--- config.mk ---
export PLATFORM = sky130hd
export DESIGN_NAME = vend_fsm_param
export DESIGN_NICKNAME = d
export VERILOG_FILES = /design/src/rtl/vend_pkg.sv /design/src/rtl/vend_timeout_ctr.sv /design/src/rtl/vend_fsm_param.sv
export SDC_FILE = /design/constraint.sdc
export NUM_CORES = 1
export LEC_CHECK = 0
export ABC_CLOCK_PERIOD_IN_PS = 1700
export BUFFER_PORTS_ARGS = -buffer_cell sky130_fd_sc_hd__buf_2
export CELL_PAD_IN_SITES_DETAIL_PLACEMENT = 1
export CELL_PAD_IN_SITES_GLOBAL_PLACEMENT = 2
export CORE_ASPECT_RATIO = 1.1
export CORE_MARGIN = 2
export CORE_UTILIZATION = 25
export DETAILED_ROUTE_END_ITERATION = 6
export PLACE_DENSITY = 0.72
export SLEW_MARGIN = 10
export SYNTH_ARGS = -nofsm -noshare
export SYNTH_HDL_FRONTEND = slang
export SYNTH_SLANG_ARGS = --single-unit
--- constraint.sdc ---
create_clock -name clk_i -period 1.7 [get_ports clk_i]
set_input_delay 0.255 -clock clk_i [delete_from_list [all_inputs] [get_ports clk_i]]
set_output_delay 0.255 -clock clk_i [all_outputs]
set_load 0.02 [all_outputs]
--- src/rtl/vend_pkg.sv ---
// -----------------------------------------------------------------------------
// vend_pkg
//   Shared definitions for the vending controller:
//     - state_e      : controller state encoding (IDLE / COLLECT / DONE)
//     - COIN_CODE_*  : coin-acceptor codes carrying value
//     - coin_value   : maps a coin code to its credit value
//     - coin_present : true when the code carries a coin at all
// -----------------------------------------------------------------------------
package vend_pkg;

    typedef enum logic [1:0] {
        ST_IDLE    = 2'd0,   // no credit held
        ST_COLLECT = 2'd1,   // 0 < credit < PRICE
        ST_DONE    = 2'd2    // single-cycle lockout after vend/refund
    } state_e;

    // Codes 2'b00 and 2'b01 both mean "no coin".
    localparam logic [1:0] COIN_CODE_A = 2'b10;
    localparam logic [1:0] COIN_CODE_B = 2'b11;

    // Coin values are parameters of the top level, so they are passed in.
    function automatic int unsigned coin_value(input logic [1:0] code,
                                               input int unsigned val_a,
                                               input int unsigned val_b);
        case (code)
            COIN_CODE_A: return val_a;
            COIN_CODE_B: return val_b;
            default:     return 0;
        endcase
    endfunction

    function automatic logic coin_present(input logic [1:0] code);
        return (code == COIN_CODE_A) || (code == COIN_CODE_B);
    endfunction

endpackage

--- src/rtl/vend_timeout_ctr.sv ---
// -----------------------------------------------------------------------------
// vend_timeout_ctr
//   Inactivity counter for the COLLECT state. Counts enabled cycles and
//   flags the cycle on which the TIMEOUT_CYC-th consecutive enabled cycle
//   is being sampled.
//
//   Ports
//     clk_i     in   clock, rising edge
//     rst_ni    in   asynchronous active-low reset
//     clear_i   in   synchronous clear (has priority over en_i)
//     en_i      in   count this cycle
//     expire_o  out  combinational: en_i and count has reached TIMEOUT_CYC-1
// -----------------------------------------------------------------------------
module vend_timeout_ctr #(
    parameter int unsigned TIMEOUT_CYC = 6144
) (
    input  logic clk_i,
    input  logic rst_ni,
    input  logic clear_i,
    input  logic en_i,
    output logic expire_o
);

    localparam int unsigned CNT_W = $clog2(TIMEOUT_CYC);
    localparam logic [CNT_W-1:0] CNT_LAST = CNT_W'(TIMEOUT_CYC - 1);

    logic [CNT_W-1:0] cnt_q;
    logic [CNT_W-1:0] cnt_d;

    // expire_o must not depend on clear_i: the top derives clear_i from its
    // next-state decision, which in turn uses expire_o.
    assign expire_o = en_i && (cnt_q == CNT_LAST);

    always_comb begin
        cnt_d = cnt_q;
        if (clear_i) begin
            cnt_d = '0;
        end else if (en_i) begin
            cnt_d = (cnt_q == CNT_LAST) ? '0 : cnt_q + 1'b1;
        end
    end

    always_ff @(posedge clk_i or negedge rst_ni) begin
        if (!rst_ni) begin
            cnt_q <= '0;
        end else begin
            cnt_q <= cnt_d;
        end
    end

endmodule

--- src/rtl/vend_fsm_param.sv ---
// -----------------------------------------------------------------------------
// vend_fsm_param
//   Coin-operated vending controller. Accumulates credit from two coin
//   denominations, dispenses at PRICE with change, and refunds the held
//   credit on cancel or after TIMEOUT_CYC coin-free cycles in COLLECT.
//   All outputs are registered.
//
//   Ports
//     clk_i         in   clock, rising edge
//     rst_ni        in   asynchronous active-low reset
//     coin_i        in   2  00/01 none, 10 COIN_A, 11 COIN_B (sampled every edge)
//     cancel_i      in   1  level: refund current credit
//     vend_o        out  1  one-cycle pulse: dispense item
//     refund_o      out  1  one-cycle pulse: credit returned (cancel/timeout)
//     change_vld_o  out  1  one-cycle pulse: change_amt_o valid
//     change_amt_o  out  CREDIT_W change or refund amount, 0 otherwise
//     credit_o      out  CREDIT_W accumulated credit
//     busy_o        out  1  high while in DONE (coins rejected)
//     coin_rej_o    out  1  one-cycle pulse: coin presented but not accepted
//     state_o       out  state_e current controller state (debug)
// -----------------------------------------------------------------------------
module vend_fsm_param
    import vend_pkg::*;
#(
    parameter int unsigned PRICE       = 15,
    parameter int unsigned COIN_A      = 5,
    parameter int unsigned COIN_B      = 10,
    parameter int unsigned CREDIT_W    = 5,
    parameter int unsigned TIMEOUT_CYC = 6144
) (
    input  logic                clk_i,
    input  logic                rst_ni,
    input  logic [1:0]          coin_i,
    input  logic                cancel_i,
    output logic                vend_o,
    output logic                refund_o,
    output logic                change_vld_o,
    output logic [CREDIT_W-1:0] change_amt_o,
    output logic [CREDIT_W-1:0] credit_o,
    output logic                busy_o,
    output logic                coin_rej_o,
    output state_e              state_o
);

    // One extra bit so credit + coin can never wrap before the PRICE compare.
    localparam int unsigned SUM_W = CREDIT_W + 1;
    localparam logic [SUM_W-1:0] PRICE_W = SUM_W'(PRICE);

    state_e state_q, state_d;

    logic [CREDIT_W-1:0] credit_q,     credit_d;
    logic [CREDIT_W-1:0] change_amt_q, change_amt_d;
    logic                vend_q,       vend_d;
    logic                refund_q,     refund_d;
    logic                change_vld_q, change_vld_d;
    logic                busy_q,       busy_d;
    logic                coin_rej_q,   coin_rej_d;

    // ------------------------------------------------------------------
    // Decode of the current cycle's events
    // ------------------------------------------------------------------
    logic             has_coin;
    logic [SUM_W-1:0] coin_val;
    logic [SUM_W-1:0] sum;
    logic             accepting;   // coin is credited this cycle
    logic             pay_done;    // accepted coin reaches PRICE
    logic             refund_go;   // cancel or timeout in COLLECT
    logic             tmr_clear;
    logic             tmr_en;
    logic             tmr_expire;

    assign has_coin = coin_present(coin_i);
    assign coin_val = SUM_W'(coin_value(coin_i, COIN_A, COIN_B));
    assign sum      = {1'b0, credit_q} + coin_val;

    // Cancel beats a coin presented in the same cycle.
    assign accepting = has_coin && !cancel_i &&
                       ((state_q == ST_IDLE) || (state_q == ST_COLLECT));
    assign pay_done  = accepting && (sum >= PRICE_W);

    // Timer only counts coin-free, cancel-free COLLECT cycles, so an
    // arriving coin always wins over an expiry in the same cycle.
    assign tmr_en    = (state_q == ST_COLLECT) && !has_coin && !cancel_i;
    assign tmr_clear = (state_q != ST_COLLECT) || accepting;

    assign refund_go = (state_q == ST_COLLECT) && (cancel_i || tmr_expire);

    vend_timeout_ctr #(
        .TIMEOUT_CYC (TIMEOUT_CYC)
    ) u_timeout (
        .clk_i    (clk_i),
        .rst_ni   (rst_ni),
        .clear_i  (tmr_clear),
        .en_i     (tmr_en),
        .expire_o (tmr_expire)
    );

    // ------------------------------------------------------------------
    // State register (and registered datapath/outputs)
    // ------------------------------------------------------------------
    always_ff @(posedge clk_i or negedge rst_ni) begin
        if (!rst_ni) begin
            state_q      <= ST_IDLE;
            credit_q     <= '0;
            change_amt_q <= '0;
            vend_q       <= 1'b0;
            refund_q     <= 1'b0;
            change_vld_q <= 1'b0;
            busy_q       <= 1'b0;
            coin_rej_q   <= 1'b0;
        end else begin
            state_q      <= state_d;
            credit_q     <= credit_d;
            change_amt_q <= change_amt_d;
            vend_q       <= vend_d;
            refund_q     <= refund_d;
            change_vld_q <= change_vld_d;
            busy_q       <= busy_d;
            coin_rej_q   <= coin_rej_d;
        end
    end

    // ------------------------------------------------------------------
    // Next-state logic
    // ------------------------------------------------------------------
    always_comb begin
        state_d = state_q;
        case (state_q)
            ST_IDLE: begin
                if (accepting) begin
                    state_d = pay_done ? ST_DONE : ST_COLLECT;
                end
            end
            ST_COLLECT: begin
                if (refund_go || pay_done) begin
                    state_d = ST_DONE;
                end
            end
            ST_DONE: begin
                state_d = ST_IDLE;
            end
            default: begin
                state_d = ST_IDLE;
            end
        endcase
    end

    // ------------------------------------------------------------------
    // Output / datapath logic (values registered at the next edge)
    // ------------------------------------------------------------------
    always_comb begin
        credit_d     = credit_q;
        change_amt_d = '0;
        vend_d       = 1'b0;
        refund_d     = 1'b0;
        change_vld_d = 1'b0;
        coin_rej_d   = 1'b0;
        busy_d       = (state_d == ST_DONE);

        // Any coin not credited is flagged: lockout, or lost to a cancel.
        if (has_coin && !accepting) begin
            coin_rej_d = 1'b1;
        end

        if (refund_go) begin
            refund_d     = 1'b1;
            change_vld_d = 1'b1;
            change_amt_d = credit_q;
            credit_d     = '0;
        end else if (pay_done) begin
            vend_d       = 1'b1;
            change_amt_d = CREDIT_W'(sum - PRICE_W);
            change_vld_d = (sum != PRICE_W);
            credit_d     = '0;
        end else if (accepting) begin
            credit_d     = sum[CREDIT_W-1:0];
        end
    end

    assign vend_o       = vend_q;
    assign refund_o     = refund_q;
    assign change_vld_o = change_vld_q;
    assign change_amt_o = change_amt_q;
    assign credit_o     = credit_q;
    assign busy_o       = busy_q;
    assign coin_rej_o   = coin_rej_q;
    assign state_o      = state_q;

endmodule

# Yosys cells after proc, flatten, opt, wreduce, memory -nomap -nowiden
# Cells that the tools add are included.
classes:
  addsub: 3
  multipliers: 0
  n_div: 0
  magnitude_cmp: 1
  n_eq_ne: 7
  shifts: 0
  mux: 19
  n_bitwise: 0
  reduce_logical: 19
op_table:
  columns: ["operator", "count"]
  rows:
  - ["13-bit two-way mux", 3]
  - ["5-bit two-way mux", 5]
  - ["13-bit by 1-bit adder with 13-bit output (second input constant)", 1]
  - ["13-bit equality test (second input constant)", 1]
  - ["1-bit logical AND", 8]
  - ["4-bit one-hot mux with 2 select lines", 1]
  - ["5-bit by 4-bit adder with 6-bit output", 1]
  - ["2-bit equality test (second input constant)", 3]
  - ["6-bit by 4-bit >= comparator with 1-bit output (second input constant)", 1]
  - ["1-bit two-way mux", 6]
  - ["2-bit two-way mux", 3]
  - ["6-bit by 4-bit != test with 1-bit output (second input constant)", 1]
  - ["1-bit logical OR", 5]
  - ["5-bit by 4-bit subtractor with 5-bit output (second input constant)", 1]
  - ["2-bit one-hot mux with 2 select lines", 1]
  - ["1-bit zero test", 3]
  - ["3-bit nonzero test", 1]
  - ["2-bit by 1-bit equality test with 1-bit output (second input constant)", 1]
  - ["2-bit zero test", 1]
  - ["2-bit by 1-bit != test with 1-bit output (second input constant)", 1]
  - ["2-bit nonzero test", 1]
word_totals:
  reg_bits: 30
  latch_bits: 0
  mem_bits_rw: 0
  romBits: 0
  input_bits: 5
  n_memories: 0

# Logic depth before layout (Yosys ltp)
depth:
  word_depth: 12
  depth_mapped: 11

# By module
# A second synthesis with hierarchy kept.
unflattened:
  cells_unflattened: 196
  area_unflattened_um2: 1811.7
modules_own_cells:
  columns: ["module", "instances", "cells_each", "area_per_inst_um2"]
  rows:
  - ["vend_fsm_param", 1, 121, 1101.1]
  - ["vend_timeout_ctr", 1, 75, 710.7]

# Least setup slack after synthesis
# Ideal clock, no wire load.
synth_timing:
  kind: "in2reg"
  start: "input coin_i[1]"
  end: "register change_amt_q[1], in the netlist change_amt_o[1]"
  setup_ns: 0.121
  arrival_time_ns: 2.105
  required_time_ns: 1.579
  slack_ns: -0.525
  stages: 10
  n_path_buf: 3
  path_cell_list: "buf_6 > buf_4 > and2b_2 > ha_1 > buf_2 > o2111a_1 > o211a_4 > o211ai_4 > a21oi_2 > a22o_1"
synth_via:
  elab_chain_cells: 9
synth_rtl:
  columns: ["item", "line", "rtl"]
  rows:
  - ["start, declared", "vend_fsm_param.sv:33", "input logic [1:0] coin_i,"]
  - ["parallel branches: the longest is 8 deep, another holds 5-bit by 4-bit adder with 6-bit output", null, null]
  - ["5-bit two-way mux *", "vend_fsm_param.sv:165", "if (refund_go) begin"]
  - ["via change_amt_d[1]", "vend_fsm_param.sv:52", "logic [CREDIT_W-1:0] change_amt_q, change_amt_d;"]
  - ["end signal, assigned", "vend_fsm_param.sv:114", "change_amt_q <= change_amt_d;"]
  - ["end, declared", "vend_fsm_param.sv:52", null]
# Mark *: on every way through the listed nets, which the timed path passes.
# A chain may end at the register's enable or synchronous reset.

# Final worst setup path
layout_timing:
  start: "register credit_q[2], in the netlist credit_o[2]"
  end: "register change_amt_q[0], in the netlist change_amt_o[0]"
layout_via:
  elab_chain_cells: 5
layout_rtl:
  columns: ["item", "line", "rtl"]
  rows:
  - ["start, declared", "vend_fsm_param.sv:51", "logic [CREDIT_W-1:0] credit_q, credit_d;"]
  - ["start signal, assigned", "vend_fsm_param.sv:113", "credit_q <= credit_d;"]
  - ["5-bit by 4-bit adder with 6-bit output", "vend_fsm_param.sv:74", "assign sum = {1'b0, credit_q} + coin_val;"]
  - ["6-bit by 4-bit >= comparator with 1-bit output", "vend_fsm_param.sv:79", "assign pay_done = accepting && (sum >= PRICE_W);"]
  - ["1-bit logical AND", "vend_fsm_param.sv:79", null]
  - ["5-bit two-way mux", "vend_fsm_param.sv:170", "end else if (pay_done) begin"]
  - ["5-bit two-way mux", "vend_fsm_param.sv:165", null]
  - ["via change_amt_d[0]", "vend_fsm_param.sv:52", null]
# The timed path passes the listed nets, and every way through them passes these cells.

==> impl_metrics.py <==
metrics = {
    "worst_setup_path": {
        "slowest_stage": "dfrtp_2",
        "cp-startpoint": "credit_o[2]$_DFFE_PN0P_",
        "worstPathCellList": "ha_4, o2111a_2, o211a_4, o211ai_4, buf_6, a221o_1, nand2_1",
        "cp_max_fo": 7,
        "slowest_delay_ps": 450,
        "arrival_ps": 2110,
        "cp.required_ps": 1920,
        "critPathCaptureType": "flip-flop",
        "worst_r2r_startpoint": "credit_o[2]$_DFFE_PN0P_",
        "ff2ff_setup_slack_ps": -190,
        "crit_type": "flip-flop to flip-flop",
        "cp-start-kind": "flip-flop",
    },
    "pwr": {
        "comb_power_share_pct": 44.7,
        "leakagePower_uw": 0.00124,
        "switching_share_pct": 36.2,
        "p_seq_share_pct": 29.8,
        "clock_power_share_pct": 25.5,
        "power_uw": 2870,
        "switchingPower_uw": 1040,
        "p_per_area_nw_per_um2": 1030,
        "ir_worst_vdd_v": 0.000605,
        "p_int_uw": 1830,
    },
    "final_layout": {
        "final_nets": 274,
        "diodes": 0,
        "drive_gt1_share_pct": 51.1,
        "syn_to_final_growth_pct": 52.9,
        "fillers": 812,
        "final_util_pct": 39.5,
    },
    "synth": {
        "synth_area_um2": 1820,
        "avgSynthCellArea_um2": 9.54,
        "ys_ff_latch": 30,
        "synth-edff-count": 0,
        "ys_seq_area_share_pct": 41.2,
        "yosys_warnings": 0,
        "ys_types": 60,
        "synthFlopType": "dfrtp_1",
        "synth_nets": 200,
        "synthCells": 191,
        "async_flop_share_pct": 100,
    },
    "timing": {
        "finalSetupTns_ps": -1940,
        "finClkSkew_ps": 5.92,
        "drv_slew": 0,
        "clock.fmax_mhz": 529,
        "rsz0062_at_grt": "true",
        "fin_crit_sh_pct": 111,
        "finalSetupViolCount": 20,
        "period_minus_slack_ps": 1890,
        "worst_pin_slew_ps": 690,
        "maxSlewHeadroom_pct": 54.0,
        "finalHoldViolations": 0,
        "setup_ws_ps": -190,
    },
    "grt": {
        "grt_pass1_wl_um": 8940,
        "grt_max_degree": 31,
        "antenna_found_initial": 0,
        "grt_usage_pct": 14.3,
        "grt_pass1_vias": 1853,
        "overflow": 0,
    },
    "floorplanning": {
        "die_area_um2": 7990,
        "die_h_um": 93.5,
        "ios": 22,
        "core_area_um2": 7050,
        "fp-row-count": 32,
        "die_w_um": 85.4,
        "initial_utilization_pct": 25.9,
    },
    "clock_network": {
        "cts_buffers": 5,
        "cts_root_buf": "clkbuf_8",
        "clkSinkCount": 30,
        "holdBufCountCts": 0,
        "worstSkewPairLatency_ps": 280,
        "cts_tree": "built",
        "clock_path_buffers": 2,
        "path_clk_slew_ps": 70,
        "htreeDepth": 2,
    },
    "placement": {
        "gp_congestion": 0.786,
        "pre_cts_slack_ps": -412,
        "post-dp-hpwl_um": 3990,
        "port_buffers": 21,
    },
    "routing": {
        "route.detailed.drc": 0,
        "dr.max_layer_used": "met4",
        "wl_met1_um": 2420,
        "dr_wl_met2_um": 3070,
        "ant_nets": 0,
        "routed-wl-met3_um": 93,
        "dr.pass1.iters": 4,
        "wl_per_cell_um": 16.2,
        "via_count": 1737,
        "routed_via_density": 4.95,
        "drt-initial-drc-count": 52,
        "routed_wirelength_um": 5680,
    },
    "min_path": {
        "hold_class": "primary input to async pin",
    },
    "status": {
        "violations": "setup timing",
        "status": "finished with violations",
    },
    "flow_run": {
        "drv_cap": 0,
    },
}
-- cells by family (layout without fill, tap and decap cells) --
group / Yosys count / in the layout / share of synthesized area [%]
and+or+nand+nor: 73 / 73 / 22.5
adders and majority gates: 4 / 4 / 2.75
muxes: 1 / 1 / 0.549
buffers and inverters: 21 / 96 / 6.18
AOI/OAI and AO/OA: 56 / 56 / 23.5
xor gates and xnor gates: 6 / 6 / 3.30
DFF: 30 / 30 / 41.2
-- power groups by stage --
stage               clock network [uW]  logic, uW  registers (uW)
global route                       783       1380             862
finish                             733       1280             855
CTS                                759       1220             850
global placement                     0       1090             860
detailed placement                   0       1110             858
floorplan                            0        614             929
-- per-stage QoR --
stage / area, um^2 / std cells / hold WS (ps)
after global placement: 2360 / 334 / 341
final: 2790 / 351 / 11.4
after CTS: 2620 / 349 / 32.8
after global routing: 2790 / 351 / 62.4
after detailed placement: 2360 / 334 / 350
after floorplan: 1870 / 191 / -40.6
-- layout by cell type, fill, tap and decap left out, types with 3 or more instances in the layout --
master    count
buf_4        52
dfrtp_1      29
buf_2        21
nand2_1      18
nand3_1      10
o21ai_1       9
inv_1         7
nor3_1        7
nor2_1        6
o21ai_2       6
buf_6         6
a21oi_2       5
clkbuf_8      5
a21oi_1       4
nor2b_1       4
o21ai_0       4
a22o_1        3
ha_4          3
-- layer usage --
| layer | up-vias | GRT usage [%] |
|---|---|---|
| met5 | - | 0 |
| met4 | 0 | 4.50 |
| met3 | 8 | 2.12 |
| met2 | 17 | 26.2 |
| met1 | 873 | 17.0 |
| li1 | 839 | - |
-- final timing paths --
kind                                                    to  depth (start not counted)
max in group asynchronous          credit_o[2]$_DFFE_PN0P_                          1
min                         u_timeout.cnt_q[5]$_DFFE_PN0P_                          1
min in group clk_i                    coin_rej_o$_DFF_PN0_                          3
min reg2reg                u_timeout.cnt_q[12]$_DFFE_PN0P_                          1
max                              change_amt_o[0]$_DFF_PN0_                          7
max reg2reg                      change_amt_o[0]$_DFF_PN0_                          7
-- what timing repair did --
| item | 4_1_cts | 5_1_grt |
|---|---|---|
| pin swaps | 18 | 13 |
| buffers inserted | 9 | 2 |
| setup endpoints to repair | 23 | 26 |
| hold endpoints to repair | 0 | 0 |
| resized for setup | 16 | 34 |
-- registers in the layout, summed over array words and instances, names as in the netlist --
| signal | cells |
|---|---|
| u_timeout.cnt_q | 13 |
| change_amt_o | 5 |
| credit_o | 5 |
| state_o | 2 |
| busy_o | 1 |
| change_vld_o | 1 |
| coin_rej_o | 1 |
| refund_o | 1 |
| vend_o | 1 |
-- final cells by class --
type / instances / area [um^2] / area share, %
clock buffers: 5 / 68.8 / 2.47
clock inverters: 3 / 45.0 / 1.62
inverters: 8 / 30.0 / 1.08
multi-input cells: 140 / 1200 / 43.1
flip-flops and latches: 30 / 752 / 27.0
well taps: 85 / 106 / 3.82
repair buffers: 80 / 583 / 20.9
-- critical path: cells and delay by family (launching register included) --
family | cells | cell delay (ps)
AO/OA/AOI/OAI | 4 | 850
flip-flops | 1 | 450
adder cells (fa/ha/maj) | 1 | 320
buffers and inverters | 1 | 160
AND/OR/NAND/NOR | 1 | 50
-- synthesized netlist by cell type, types with 3 or more instances --
cell	count	area (um^2)
inv_1	7	26.3
buf_4	4	30.0
a21oi_1	7	35.0
nor2_1	8	30.0
nand2_1	19	71.3
nor2b_1	4	25.0
clkbuf_1	4	15.0
nand3_1	11	55.1
nor3_1	7	35.0
xnor2_1	3	26.3
o21ai_0	8	40.0
o21ai_1	11	55.1
buf_2	3	15.0
o31ai_1	4	30.0
a22o_1	3	26.3
ha_1	4	50.1
dfrtp_1	30	751
nor3b_1	3	22.5
(Power assumes the default switching activity.)
